### config.mk
export PLATFORM = sky130hd
export DESIGN_NAME = voting_ballot_collector
export DESIGN_NICKNAME = d
export VERILOG_FILES = /design/src/rtl/voting_pkg.sv /design/src/rtl/voting_ballot_collector.sv
export SDC_FILE = /design/constraint.sdc
export NUM_CORES = 1
export LEC_CHECK = 0
export BUFFER_PORTS_ARGS = -buffer_cell sky130_fd_sc_hd__buf_2
export CAP_MARGIN = 10
export CORE_AREA = 2 2 66 55
export DETAILED_ROUTE_END_ITERATION = 6
export DIE_AREA = 0 0 68 57
export MAX_ROUTING_LAYER = met4
export PLACE_DENSITY_LB_ADDON = 0.12
export SLEW_MARGIN = 20
export SYNTH_ARGS = -nofsm -noshare
export SYNTH_HDL_FRONTEND = slang
export SYNTH_SLANG_ARGS = --single-unit
### constraint.sdc
create_clock -name clk -period 8.8 [get_ports clk]
set_clock_uncertainty 0.15 [all_clocks]
set_input_delay 1.76 -clock clk [delete_from_list [all_inputs] [get_ports clk]]
set_output_delay 1.76 -clock clk [all_outputs]
set_load 0.02 [all_outputs]
### src/rtl/voting_pkg.sv
// Shared types and constants for the ballot collector and its tally.
package voting_pkg;

  typedef enum logic [1:0] {
    IDLE    = 2'd0,
    COLLECT = 2'd1,
    EVAL    = 2'd2,
    HOLD    = 2'd3
  } state_t;

  localparam int BALLOT_W    = 8;
  localparam int VOTE_ID_W   = 3;
  localparam int MAX_VOTERS  = 7;
  localparam int CFG_BIT_IDX = 0;

endpackage

### src/rtl/voting_ballot_collector.sv
// Collects one vote per voter into a registered ballot for the tally, then
// returns the sampled tally result over a decision handshake.
module voting_ballot_collector
  import voting_pkg::*;
#(
  parameter int NUM_VOTERS     = 7,
  parameter int TIMEOUT_CYCLES = 255,
  parameter int CNT_W          = 8
) (
  input  logic                  clk,
  input  logic                  rst,
  input  logic                  round_start,
  input  logic                  cfg_bit,
  input  logic                  vote_valid,
  output logic                  vote_ready,
  input  logic [VOTE_ID_W-1:0]  vote_id,
  input  logic                  vote_val,
  output logic [BALLOT_W-1:0]   tally_vec,
  input  logic                  tally_result,
  output logic                  dec_valid,
  input  logic                  dec_ready,
  output logic                  decision,
  output logic                  dec_timeout,
  output logic                  dup_err,
  output logic                  id_err,
  output logic [MAX_VOTERS-1:0] voted_mask,
  output state_t                dbg_state
);

  // Both handshakes are plain valid/ready: a transfer happens on a rising edge
  // where valid and ready are both high; vote_ready is high only in COLLECT.
  localparam logic [VOTE_ID_W-1:0]  MAX_ID    = VOTE_ID_W'(NUM_VOTERS);
  localparam logic [CNT_W-1:0]      TO_LAST   = CNT_W'(TIMEOUT_CYCLES - 1);
  localparam logic [MAX_VOTERS-1:0] FULL_MASK = MAX_VOTERS'((1 << NUM_VOTERS) - 1);

  state_t                r_state;
  logic [CNT_W-1:0]      r_cnt;
  logic [MAX_VOTERS-1:0] r_mask;
  logic [BALLOT_W-1:0]   r_vec;
  logic                  r_dec_valid;
  logic                  r_decision;
  logic                  r_dec_timeout;
  logic                  r_dup_err;
  logic                  r_id_err;

  logic                  w_accept;
  logic                  w_id_bad;
  logic [VOTE_ID_W-1:0]  w_idx;
  logic                  w_dup;
  logic                  w_take;
  logic [MAX_VOTERS-1:0] w_onehot;
  logic [MAX_VOTERS-1:0] w_mask_next;
  logic                  w_full;

  assign w_accept    = vote_valid && (r_state == COLLECT);
  assign w_id_bad    = (vote_id == '0) || (vote_id > MAX_ID);
  assign w_idx       = vote_id - VOTE_ID_W'(1);
  // w_idx is out of range for id 0, so the mask lookup is gated by w_id_bad.
  assign w_dup       = !w_id_bad && r_mask[w_idx];
  assign w_take      = w_accept && !w_id_bad && !w_dup;
  assign w_onehot    = {{(MAX_VOTERS-1){1'b0}}, 1'b1} << w_idx;
  assign w_mask_next = r_mask | (w_take ? w_onehot : '0);
  assign w_full      = (w_mask_next == FULL_MASK);

  always_ff @(posedge clk) begin
    if (rst) begin
      r_state       <= IDLE;
      r_cnt         <= '0;
      r_mask        <= '0;
      r_vec         <= '0;
      r_dec_valid   <= 1'b0;
      r_decision    <= 1'b0;
      r_dec_timeout <= 1'b0;
      r_dup_err     <= 1'b0;
      r_id_err      <= 1'b0;
    end else begin
      r_dup_err <= 1'b0;
      r_id_err  <= 1'b0;
      case (r_state)
        IDLE: begin
          if (round_start) begin
            r_mask        <= '0;
            r_vec         <= BALLOT_W'(cfg_bit) << CFG_BIT_IDX;
            r_cnt         <= '0;
            r_dec_timeout <= 1'b0;
            r_state       <= COLLECT;
          end
        end
        COLLECT: begin
          r_cnt <= r_cnt + CNT_W'(1);
          if (w_accept) begin
            if (w_id_bad) begin
              r_id_err <= 1'b1;
            end else if (w_dup) begin
              r_dup_err <= 1'b1;
            end else begin
              r_mask         <= w_mask_next;
              r_vec[vote_id] <= vote_val;
            end
          end
          // A completing vote wins over a timeout landing in the same cycle.
          if (w_full) begin
            r_dec_timeout <= 1'b0;
            r_state       <= EVAL;
          end else if (r_cnt == TO_LAST) begin
            r_dec_timeout <= 1'b1;
            r_state       <= EVAL;
          end
        end
        EVAL: begin
          r_decision  <= tally_result;
          r_dec_valid <= 1'b1;
          r_state     <= HOLD;
        end
        HOLD: begin
          if (dec_ready) begin
            r_dec_valid <= 1'b0;
            r_state     <= IDLE;
          end
        end
        default: r_state <= IDLE;
      endcase
    end
  end

  assign vote_ready  = (r_state == COLLECT);
  assign tally_vec   = r_vec;
  assign dec_valid   = r_dec_valid;
  assign decision    = r_decision;
  assign dec_timeout = r_dec_timeout;
  assign dup_err     = r_dup_err;
  assign id_err      = r_id_err;
  assign voted_mask  = r_mask;
  assign dbg_state   = r_state;

endmodule

==> impl_metrics.tcl <==
set metrics [dict create \
    routed_wl_mm 3.972 \
    clk_pin_slew_worst_paths_ns 0.06 \
    grt-ovfl-total 0 \
    cts_setup_buffers 0 \
    drt_first_pass_iters 4 \
    yosys.cell_types.count 40 \
    dp_cells 269 \
    cts_buffer_depth 2 \
    combPwrFrac_pct 37.5 \
    p_int_uw 266.7 \
    hold_buffers 0 \
    grt_util_met1_pct 29.32 \
    run_status "finished clean" \
    finalSetupViolCount 0 \
    synthMuxAreaShare_pct 4.516 \
    final_nets 258 \
    synth_commonest_cells "nor2_1, dfxtp_1, nand2_1" \
    grt_setup_unrepaired "false" \
    synth-main-ff-cell "dfxtp_1" \
    num_antenna_cells 0 \
    synth_adder_area_share_pct 9.468 \
    drv_cap 0 \
    synth_top_area_cell "dfxtp_1" \
    cts_made_buffers 5 \
    routabilityCongestion 0.9341 \
    critical_path_arrival_ns 4.80 \
    area_growth_pct 16.02 \
    drive_above_1_share_pct 20.85 \
    finalWorstSetupSlack_ns 4.059 \
    synth-simple-area-share_pct 21.78 \
    fmax_mhz 210.9 \
    grt_use_met3_pct 6.114 \
    syn_nets 225 \
    power_switching_share_pct 38.28 \
    drt-vias-per-instance 5.762 \
    post_cts_resized 0 \
    die_h_um 57 \
    grt_busiest_layer "met2" \
    grt.total_usage_pct 22.45 \
    dieArea_um2 3876 \
    core.rowCount 19 \
    finalNonFillerCells 277 \
    h-tree-depth 2 \
    synth_area_leaders "dfxtp_1, ha_1, nor2_1, nand2_1, a22oi_1" \
    power_leakage_uw 0.0008643 \
    met2_usage_pct 32.73 \
    end_kind "flip-flop" \
    yosysWarningCount 0 \
    port_buffers 33 \
    root_buffer "clkbuf_8" \
    maxSlewHeadroom_pct 65.77 \
    pwr-share-seq_pct 36.1 \
    crit_type "input port to flip-flop" \
    wl_per_cell_um 14.34 \
    min_path_type "flip-flop to flip-flop" \
    ir_worst_vdd_mv 0.1849 \
    ys_ff_latch 30 \
    grt_pass1_wl_mm 6.479 \
    synth_cells 201 \
    synth-xor-area-share_pct 2.039 \
    min_period_ns 4.741 \
    die-width_um 68 \
    crit_fanout 14 \
    slew_viol_final 0 \
    clock_latency_ns 0.28 \
    p_per_area_nw_per_um2 216.8 \
    grt_max_degree 28 \
    first_iter_violations 128 \
    netlist_area_um2 1718 \
    cts_tree "built" \
    postRouteAntennaNets 0 \
    finalCritPeriodShare_pct 53.87 \
    required_ns 8.86 \
    async_flop_share_pct 0 \
    p_clk_share_pct 26.4 \
    initial_utilization_pct 52.36 \
    drc 0 \
    place_hpwl_mm 2.826 \
    ys_seq_area_share_pct 34.96 \
    num_vias 1596 \
    fp.coreArea_um2 3281 \
    synth_compound_area_share_pct 22.87 \
    synth_most_common_cell "nor2_1" \
    synth_edf_count 0 \
    pin_count 34 \
    cts.sinks 30 \
    tightest_slew_ns 0.5116 \
    antenna_found_initial 0 \
    grt_pass1_vias 1465 \
    fin_tns_setup_ns 0 \
    dp_slack_ns 3.853 \
    yosys.area.top_type_share_pct 34.96 \
    synth_top_family_by_area "compound AO/OA/AOI/OAI gates" \
    p_switching_uw 165.4 \
    final-hold-violation-count 0 \
    avgSynthCellArea_um2 8.547 \
    start_kind "input port" \
]
[per-stage QoR]
stage	hold WS (ns)	area, um^2	total power (uW)	utilization, %
2_1_floorplan	0.3087	1718	282.3	-
3_3_place_gp	0.3252	1902	317.8	57.97
3_5_place_dp	0.3288	1902	318.4	57.97
4_1_cts	0.3508	1993	433.2	60.76
5_1_grt	0.3703	1993	460.8	60.76
6_report	0.3420	1993	432.0	60.76
[power by group through the flow]
stage	combinational [uW]	sequential, uW	clock, uW
3_3_place_gp	160	158	0
5_1_grt	181	157	122
4_1_cts	161	156	116
3_5_place_dp	160	159	0
2_1_floorplan	114	168	0
6_report	162	156	114
[path summary, 6_finish.rpt]
path	start	to	slack, ns	cells after the start
worst max register to register	dbg_state[1]	tally_vec[7]	5.94	9
worst max-delay path	vote_id[0]	tally_vec[7]	4.06	11
worst min-delay path	decision	decision	0.34	2
worst min register to register	decision	decision	0.34	2
[placed cells by master, fill, tap and decap left out, types with 2 or more instances in the layout]
cell type	netlist	layout
buf_2	0	33
a22oi_1	9	9
o31ai_1	4	4
nor3_1	3	3
nand3_1	4	4
a21oi_1	6	6
or3_1	2	2
ha_1	13	13
o211ai_1	3	3
xor2_1	4	4
and3_1	5	5
nor2_1	32	32
inv_1	11	11
o21ai_0	6	6
mux2i_1	4	4
nand4_1	3	3
nand2_1	19	19
nand2b_1	6	6
and2_1	2	2
clkbuf_8	0	6
dfxtp_1	30	30
o2111ai_1	4	4
a32oi_1	6	6
mux2_2	2	2
[flip-flops by register name, summed over array words and instances, names as in the netlist]
name         flops
dbg_state        2
dec_timeout      1
dec_valid        1
decision         1
dup_err          1
id_err           1
r_cnt            8
tally_vec        8
voted_mask       7
[layer usage]
metal,vias up,wire length (um)
li1,791,-
met1,729,1809
met2,70,1821
met3,6,288
met4,0,53
met5,-,0
[kinds of logic after synthesis]
kind of cell	Yosys count
compound gates	49
xor+xnor	4
fa+ha+maj	13
buf+inv	18
flops	30
mux	7
simple gates	80
[area by class of cell]
cell class,instances,area [um^2]
clock buffers,7,86.33
clock inverters,1,5.005
fillers,278,1287
inverters,11,41.29
multi-input cells,153,1042
flip-flops and latches,30,600.6
well taps,42,52.55
repair buffers,33,165.2
[worst max-delay path, cell delays in order]
cell and delay [ns]:
buf_2 0.27, inv_1 0.19, ha_1 0.24, ha_1 0.41
mux2_4 0.34, a221oi_4 0.42, o21ai_1 0.18, nor2_1 0.46
and3_1 0.29, a32oi_1 0.12, nor2_1 0.11
No activity file was read; power rests on OpenSTA's default activity.
